--- src/rtl/regfile_sb.sv ---
// ----------------------------------------------------------------------------
// regfile_sb
// General-purpose register file with a per-register write scoreboard.
//
// Two combinational read ports serve the ID stage. A write port accepts
// write-back results, and a write-through bypass makes a result that is
// landing this cycle visible on the read ports immediately. Each register
// (except r0) has a small pending-write counter. The counter is incremented
// when ID issues an instruction that targets the register, and decremented
// when the write-back arrives. A read of a register that still has pending
// writes raises stall_o (RAW hazard). An issue to a register whose counter is
// saturated also raises stall_o (scoreboard full).
//
// Ports:
//   clk                              rising-edge clock
//   rst                              asynchronous reset, active-low
//   re1/raddr1/rdata1                read port 1 (combinational)
//   re2/raddr2/rdata2                read port 2 (combinational)
//   issue_valid/issue_we/issue_waddr instruction leaving ID and its destination
//   wb_we/wb_waddr/wb_wdata          write-back port
//   flush                            synchronous pipeline flush, clears scoreboard
//   stall_o                          RAW or scoreboard-full hazard, ID must hold
//   err_o                            sticky: write-back with no pending write
// ----------------------------------------------------------------------------
module regfile_sb #(
    parameter int DATA_W   = 32,
    parameter int ADDR_W   = 5,
    parameter int NUM_REGS = 32,
    parameter int MAX_PEND = 3,
    parameter int CNT_W    = 2
) (
    input  logic              clk,
    input  logic              rst,
    input  logic              re1,
    input  logic [ADDR_W-1:0] raddr1,
    output logic [DATA_W-1:0] rdata1,
    input  logic              re2,
    input  logic [ADDR_W-1:0] raddr2,
    output logic [DATA_W-1:0] rdata2,
    input  logic              issue_valid,
    input  logic              issue_we,
    input  logic [ADDR_W-1:0] issue_waddr,
    input  logic              wb_we,
    input  logic [ADDR_W-1:0] wb_waddr,
    input  logic [DATA_W-1:0] wb_wdata,
    input  logic              flush,
    output logic              stall_o,
    output logic              err_o
);

    // Current register contents and pending counts, one entry per register.
    logic [DATA_W-1:0] w_regs [NUM_REGS];
    logic [CNT_W-1:0]  w_cnt  [NUM_REGS];

    logic              r_err;
    logic              w_stall;
    logic              w_haz1;
    logic              w_haz2;
    logic              w_full;
    logic [CNT_W-1:0]  w_cnt_rd1;
    logic [CNT_W-1:0]  w_cnt_rd2;
    logic [CNT_W-1:0]  w_cnt_iss;
    logic [CNT_W-1:0]  w_cnt_wb;
    logic              w_wb_hit1;
    logic              w_wb_hit2;

    // ------------------------------------------------------------------
    // Per-register storage and pending counter
    // ------------------------------------------------------------------
    genvar gi;
    generate
        for (gi = 0; gi < NUM_REGS; gi++) begin : g_reg
            if (gi == 0) begin : g_zero
                // r0 is hard-wired to zero and never tracked.
                assign w_regs[gi] = '0;
                assign w_cnt[gi]  = '0;
            end else begin : g_live
                logic [DATA_W-1:0] r_data;
                logic [CNT_W-1:0]  r_cnt;
                logic              w_wb_sel;
                logic              w_inc;
                logic              w_dec;

                assign w_wb_sel = wb_we && (wb_waddr == ADDR_W'(gi));
                // Issues are only counted when ID actually advances.
                assign w_inc    = issue_valid && issue_we && !w_stall && !flush &&
                                  (issue_waddr == ADDR_W'(gi));
                // A write-back against an empty counter is an error, not a decrement.
                assign w_dec    = w_wb_sel && (r_cnt != '0) && !flush;

                always_ff @(posedge clk or negedge rst) begin
                    if (!rst) begin
                        r_data <= '0;
                    end else if (w_wb_sel) begin
                        r_data <= wb_wdata;
                    end
                end

                always_ff @(posedge clk or negedge rst) begin
                    if (!rst) begin
                        r_cnt <= '0;
                    end else if (flush) begin
                        r_cnt <= '0;
                    end else if (w_inc && !w_dec) begin
                        r_cnt <= r_cnt + CNT_W'(1);
                    end else if (w_dec && !w_inc) begin
                        r_cnt <= r_cnt - CNT_W'(1);
                    end
                end

                assign w_regs[gi] = r_data;
                assign w_cnt[gi]  = r_cnt;
            end
        end
    endgenerate

    // ------------------------------------------------------------------
    // Read ports with write-through bypass
    // ------------------------------------------------------------------
    assign w_wb_hit1 = wb_we && (wb_waddr == raddr1);
    assign w_wb_hit2 = wb_we && (wb_waddr == raddr2);

    always_comb begin
        rdata1 = '0;
        // Gated by rst so the bypass path cannot leak data while in reset.
        if (rst && re1 && (raddr1 != '0)) begin
            rdata1 = w_wb_hit1 ? wb_wdata : w_regs[raddr1];
        end
    end

    always_comb begin
        rdata2 = '0;
        if (rst && re2 && (raddr2 != '0)) begin
            rdata2 = w_wb_hit2 ? wb_wdata : w_regs[raddr2];
        end
    end

    // ------------------------------------------------------------------
    // Hazard detection
    // ------------------------------------------------------------------
    assign w_cnt_rd1 = w_cnt[raddr1];
    assign w_cnt_rd2 = w_cnt[raddr2];
    assign w_cnt_iss = w_cnt[issue_waddr];
    assign w_cnt_wb  = w_cnt[wb_waddr];

    // The last outstanding write landing this cycle is served by the bypass,
    // so it resolves the hazard in the same cycle.
    assign w_haz1 = re1 && (raddr1 != '0) && (w_cnt_rd1 != '0) &&
                    !(w_wb_hit1 && (w_cnt_rd1 == CNT_W'(1)));
    assign w_haz2 = re2 && (raddr2 != '0) && (w_cnt_rd2 != '0) &&
                    !(w_wb_hit2 && (w_cnt_rd2 == CNT_W'(1)));

    // A saturated counter can still accept the issue when a write-back to the
    // same register retires one entry in the same cycle.
    assign w_full = issue_valid && issue_we && (issue_waddr != '0) &&
                    (w_cnt_iss == CNT_W'(MAX_PEND)) &&
                    !(wb_we && (wb_waddr == issue_waddr));

    assign w_stall = w_haz1 || w_haz2 || w_full;
    assign stall_o = w_stall;

    // ------------------------------------------------------------------
    // Sticky error: write-back with nothing outstanding
    // ------------------------------------------------------------------
    always_ff @(posedge clk or negedge rst) begin
        if (!rst) begin
            r_err <= 1'b0;
        end else if (!flush && wb_we && (wb_waddr != '0) && (w_cnt_wb == '0)) begin
            r_err <= 1'b1;
        end
    end

    assign err_o = r_err;

endmodule
--- config.mk ---
export PLATFORM = sky130hd
export DESIGN_NAME = regfile_sb
export DESIGN_NICKNAME = d
export VERILOG_FILES = /design/src/rtl/regfile_sb.sv
export SDC_FILE = /design/constraint.sdc
export NUM_CORES = 2
export LEC_CHECK = 0
export CORE_ASPECT_RATIO = 1.4
export CORE_MARGIN = 2
export CORE_UTILIZATION = 45
export CTS_BUF_LIST = sky130_fd_sc_hd__clkbuf_2 sky130_fd_sc_hd__clkbuf_4 sky130_fd_sc_hd__clkbuf_8
export DETAILED_ROUTE_END_ITERATION = 16
export PLACE_DENSITY_LB_ADDON = 0.2
export SKIP_LAST_GASP = 1
export SYNTH_ARGS = -nofsm -noshare
export SYNTH_HDL_FRONTEND = slang
export SYNTH_SLANG_ARGS = --single-unit
--- constraint.sdc ---
create_clock -name clk -period 9.2 [get_ports clk]
set_input_delay 1.84 -clock clk [delete_from_list [all_inputs] [get_ports clk]]
set_output_delay 1.84 -clock clk [all_outputs]
set_load 0.1 [all_outputs]
After elaboration in Yosys (flattened, before gate mapping) --
Cells that the tools add are included.
Word-level totals: input port bits 60, register bits 1055
Operators by class: order comparisons 4, muxes and demuxes 115, reductions and logical operators 348, equal/unequal tests 68, add/subtract/negate cells 62, bitwise operators 4
Operator list (number):
- $bmux W32 S5 | 2
- $mux W32 | 8
- $logic_and A1 B1 Y1 | 210
- $mux W2 | 101
- $eq A5 B5 Y1 const B | 32
- $reduce_bool A3 Y1 | 31
- $eq A5 B4 Y1 const B | 16
- $logic_not A1 Y1 | 67
- $reduce_bool A2 Y1 | 33
- $add A2 B1 Y2 const B | 31
- $sub A2 B1 Y2 const B | 31
- $bmux W2 S5 | 4
- $eq A5 B3 Y1 const B | 8
- $ge A6 B6 Y1 const B | 4
- $not A5 Y6 | 4
- $eq A5 B2 Y1 const B | 4
- $reduce_bool A5 Y1 | 4
- $eq A5 B5 Y1 | 3
- $eq A5 B1 Y1 const B | 2
- $eq A2 B1 Y1 const B | 2
- $eq A2 B2 Y1 const B | 1
- $logic_not A2 Y1 | 1
- $logic_or A1 B1 Y1 | 2

Longest topological paths before layout --
depth after elaboration 19, gate-level depth with buffers 13, depth with buffers taken out 9

Worst setup path before layout --
Ideal clock, no wire load.
kind input to output, from input raddr1[1], to output rdata1[25], cell stages on the path 11, path buffers 5, setup slack 2.284 ns, data required time 7.360 ns, arrival 5.076 ns, cells stage by stage buf_2 -> buf_1 -> buf_2 -> clkbuf_1 -> clkbuf_1 -> mux4_2 -> mux4_2 -> mux2i_1 -> nor2_1 -> a21oi_1 -> nor2_1
On the way: word-level cells in the longest chain between the ends 6, elaborated cells between the ends (all ways) 10, classes of those cells 1 x eq/ne; 5 x mux; 1 x bitwise; 3 x reduce/logical
RTL lines:
- from (decl) | line 35 | input logic [ADDR_W-1:0] raddr1,
- $not A5 Y6 (implied by the code) | line 127 | rdata1 = w_wb_hit1 ? wb_wdata : w_regs[raddr1];
- $bmux W32 S5 | line 127
- $mux W32 (implied by the code) (2 in series) | line 127
- $mux W32 | line 127
- $mux W32 * | line 126 | if (rst && re1 && (raddr1 != '0)) begin
- to (decl) | line 36 | output logic [DATA_W-1:0] rdata1,
Every way passes the cells marked *; elsewhere a longest branch is shown, timed or not. The select of a mux whose other input is x is not followed.

Final worst setup path --
from input raddr2[0], to output rdata2[16]
On the way: word-level cells in the longest chain between the ends 6, elaborated cells between the ends (all ways) 10, classes of those cells 1 x eq/ne; 5 x mux; 1 x bitwise; 3 x reduce/logical
RTL lines:
- from (decl) | line 38 | input logic [ADDR_W-1:0] raddr2,
- $not A5 Y6 (implied by the code) | line 134 | rdata2 = w_wb_hit2 ? wb_wdata : w_regs[raddr2];
- $bmux W32 S5 | line 134
- $mux W32 (implied by the code) (2 in series) | line 134
- $mux W32 | line 134
- $mux W32 * | line 133 | if (rst && re2 && (raddr2 != '0)) begin
- to (decl) | line 39 | output logic [DATA_W-1:0] rdata2,
Marks and branches as above.

==> impl_results.md <==
- HP Class: reg -> reg
- CP Cell Sequence: buf_8 > nor2b_4 > buf_4 > a22o_1 > mux4_2 > mux2i_1 > nor2_1 > a21oi_1 > nor2_1 > clkdlybuf4s50_1
- Clk buf depth: 3
- Port bufs: 125
- Mux cell area share after synthesis: 0.414
- # Max-Cap Violations: 0
- Die W: 311 um
- Core Box Area: 131000 um2
- Layout cell share with drive strength beyond 1: 0.456
- Num CTS Buffers: 170
- # setup viols final: 0
- Pin count of the biggest net entering global routing: 164
- Final min period: 7.84 ns
- First-pass GRT wire length: 302 mm
- Top_reg_cell synth: dfrtp_1
- Drt wl/cell: 32.9 um
- CP max FO: 70
- Leak: 28.7 nW
- Adder-cell share of the synthesized area: 0
- Antenna Nets Post-Route: 0
- Synth cell types: 69
- Tot Pwr: 13.6 mW
- Drt first pass iters: 5
- Die ar.: 135000 um2
- Clock network power share: 0.321
- Switching Fraction: 0.296
- Worst-skew pair later-pin latency: 0.93 ns
- Number of flops mapped to enable cells by yosys: 0
- Comb power frac: 0.231
- Simple-Gate Fraction of Synth Area: 0.0696
- CTS tree: done
- Unrepaired setup endpoints after global routing: false
- Cell mode on critical path: nor2_1
- Crit end category: output pin
- GR Overflow Total: 0
- Grt met2 use: 0.496
- Post-cts resize count: 0
- Fmax: 0.128 GHz
- Crit start category: primary input
- H-tree depth: 4
- CP max stage delay: 1.02 ns
- Met1 Use GR: 0.419
- Cells after Synth: 4403
- Via count: 41000
- Syn Area/Cell: 13.5 um2
- # clock sinks: 1055
- Ys async rst share: 1.00
- Leading area contributor after synthesis: dfrtp_1
- Pwr dens: 207 nW/um2
- Seq pwr share: 0.447
- Sequential area share after synthesis: 0.445
- Reg clk slew, reported paths: 0.06 ns
- Critical path class: in -> out
- Via/cell ratio: 6.55
- Routability Congestion: 0.895
- Drt drc: 0
- Nets@finish: 4436
- Initial detailed-routing violation count: 4558
- Final Hold Fails: 0
- GR Util met3: 0.0558
- Crit-path slowest cell: clkdlybuf4s50_1
- Placed cell count: 5953
- XOR/XNOR share of the synthesized area: 0.00222
- Area Overhead vs Synth: 11.0%
- Chip height: 433 um
- CP required: 7.36 ns
- Clk_skew: 0.0264 ns
- Initial antenna violation count: 10
- Slew Limit Fails: 0
- Total global-route track usage: 0.310
- Worst EP arrival: 6.00 ns
- Peak VDD IR: 0.000162 V
- P_int: 9.60 mW
- Final setup TNS: 0 ns
- Syn Nets: 4463
- Cell Rows: 157
- Synthesized flop and latch total: 1055
- Synth Area in Compound Gates: 0.0385
- Post-CTS Setup Inserts: 0
- Finished Core Util: 0.503
- Switching power: 4.03 mW
- CTS Hold Bufs: 0
- Initial Util: 0.453
- Post-DP HPWL: 113 mm
- Synth warn: 0
- Vias in the first global route: 42200
- Root buffer cell: clkbuf_8
- Largest family of logic cells by synthesized area: multiplexers
- Io pins: 126
- Slew Limit Headroom: 0.0943
- Synth area leaders: dfrtp_1, mux4_2, mux2_2
- Post-synth top area share: 0.445
- Post-Syn Area: 59300 um2
- WL final: 206 mm
- Status: complete, no violations
- Worst-margin pin slew: 1.35 ns
- Fin crit share: 0.852
- GR peak layer: met2
- Final std cells w/o fill: 6254
## per-stage QoR
step | worst slack, ns | hold WS [ns] | instance area (um2)
after floorplan | 2.28 | 0.457 | 59300
final | 1.36 | 0.495 | 65800
after global placement | 1.40 | 0.472 | 62200
after detailed placement | 1.39 | 0.481 | 62200
after CTS | 1.39 | 0.495 | 65800
after global routing | 1.26 | 0.513 | 65800
## layer usage
layer | vias to the layer above | wire length, um
met4 | 0 | 9040
met3 | 467 | 16000
met1 | 22100 | 83200
met2 | 1882 | 97700
li1 | 16500 | -
met5 | - | 0
## sequential cells by signal, summed over array words and instances, names as in the netlist
name	count
err_o	1
g.g_live.r_cnt	62
g.g_live.r_data	992
## cell usage in the layout, fill, tap and decap left out, drive strengths merged, types with 11 or more instances in the layout
cell,instances
a31oi,11
nor3b,23
and2,21
a211oi,16
dfrtp,1055
mux2i,68
clkinv,12
nor3,41
nand4,13
a21oi,126
nand2b,16
a22o,63
clkdlybuf4s50,69
nand3,29
mux4,604
o2111ai,13
clkbuf,266
buf,176
nor2,191
nand2,553
o21ai,43
o211ai,13
mux2,910
nor2b,23
inv,20
xor2,12
## power groups by stage
stage               clock network [mW]  logic (mW)  registers [mW]
CTS                               4.44        3.16            6.09
floorplan                            0        2.39            5.95
global route                      4.66        3.35            6.21
detailed placement                   0        3.15            6.17
global placement                     0        3.10            6.12
finish                            4.38        3.15            6.10
## cell families (layout without fill, tap and decap cells)
| logic type | Yosys count | in the layout |
|---|---|---|
| AO/OA/AOI/OAI | 341 | 341 |
| XOR/XNOR | 15 | 15 |
| buffers and inverters | 456 | 552 |
| flip-flops | 1055 | 1055 |
| multiplexers | 1582 | 1582 |
| other | 0 | 6 |
| AND/OR/NAND/NOR | 954 | 954 |
## path summary, 6_finish.rpt
kind / startpoint / to / slack (ns) / cells after the start
worst min register to register: g_reg[27].g_live.r_data[17]$_DFFE_PN0P_ / g_reg[27].g_live.r_data[17]$_DFFE_PN0P_ / 0.50 / 2
worst max register to register: g_reg[1].g_live.r_cnt[0]$_DFFE_PN0P_ / g_reg[2].g_live.r_cnt[0]$_DFFE_PN0P_ / 5.46 / 8
max in group asynchronous: rst / g_reg[7].g_live.r_data[22]$_DFFE_PN0P_ / 5.21 / 4
min in group asynchronous: rst / g_reg[9].g_live.r_data[1]$_DFFE_PN0P_ / 0.87 / 1
worst max-delay path: raddr2[0] / rdata2[16] / 1.36 / 10
worst min-delay path: g_reg[27].g_live.r_data[17]$_DFFE_PN0P_ / g_reg[27].g_live.r_data[17]$_DFFE_PN0P_ / 0.50 / 2
## cell usage after synthesis (9+ instances only)
master and instances:
nor3_1 39, o2111ai_1 13, nor3b_1 23, nand2b_1 16, dfrtp_1 1055, nor2b_1 23, a31o_2 10, nor4_1 9
nand3b_1 10, nand3_1 29, buf_1 42, nand2_1 553, inv_1 11, nor2_1 191, mux2_2 910, clkbuf_1 339
nand4_1 13, o211ai_1 12, and2_1 20, buf_2 55, mux2i_1 68, a22o_1 63, xor2_1 12, o21ai_0 43
a21oi_1 126, mux4_2 604, a31oi_1 11, a211oi_1 16
## critical path: cells and delay by family
kind / cells / cell delay, ns
AOI/OAI and AO/OA: 2 / 0.45
and+or+nand+nor: 3 / 0.61
buffers and inverters: 3 / 1.99
muxes: 2 / 0.93
## final cells by class
| type | count | area [um2] |
|---|---|---|
| Timing Repair Buffer | 245 | 2200 |
| Multi-Input combinational cell | 2892 | 31400 |
| Sequential cell | 1055 | 26400 |
| Fill cell | 11500 | 65000 |
| Clock inverter | 29 | 273 |
| Clock buffer | 266 | 3320 |
| Inverter | 12 | 45.0 |
| Antenna cell | 6 | 15.0 |
| Tap cell | 1749 | 2190 |
No activity file was read; power rests on OpenSTA's default activity.
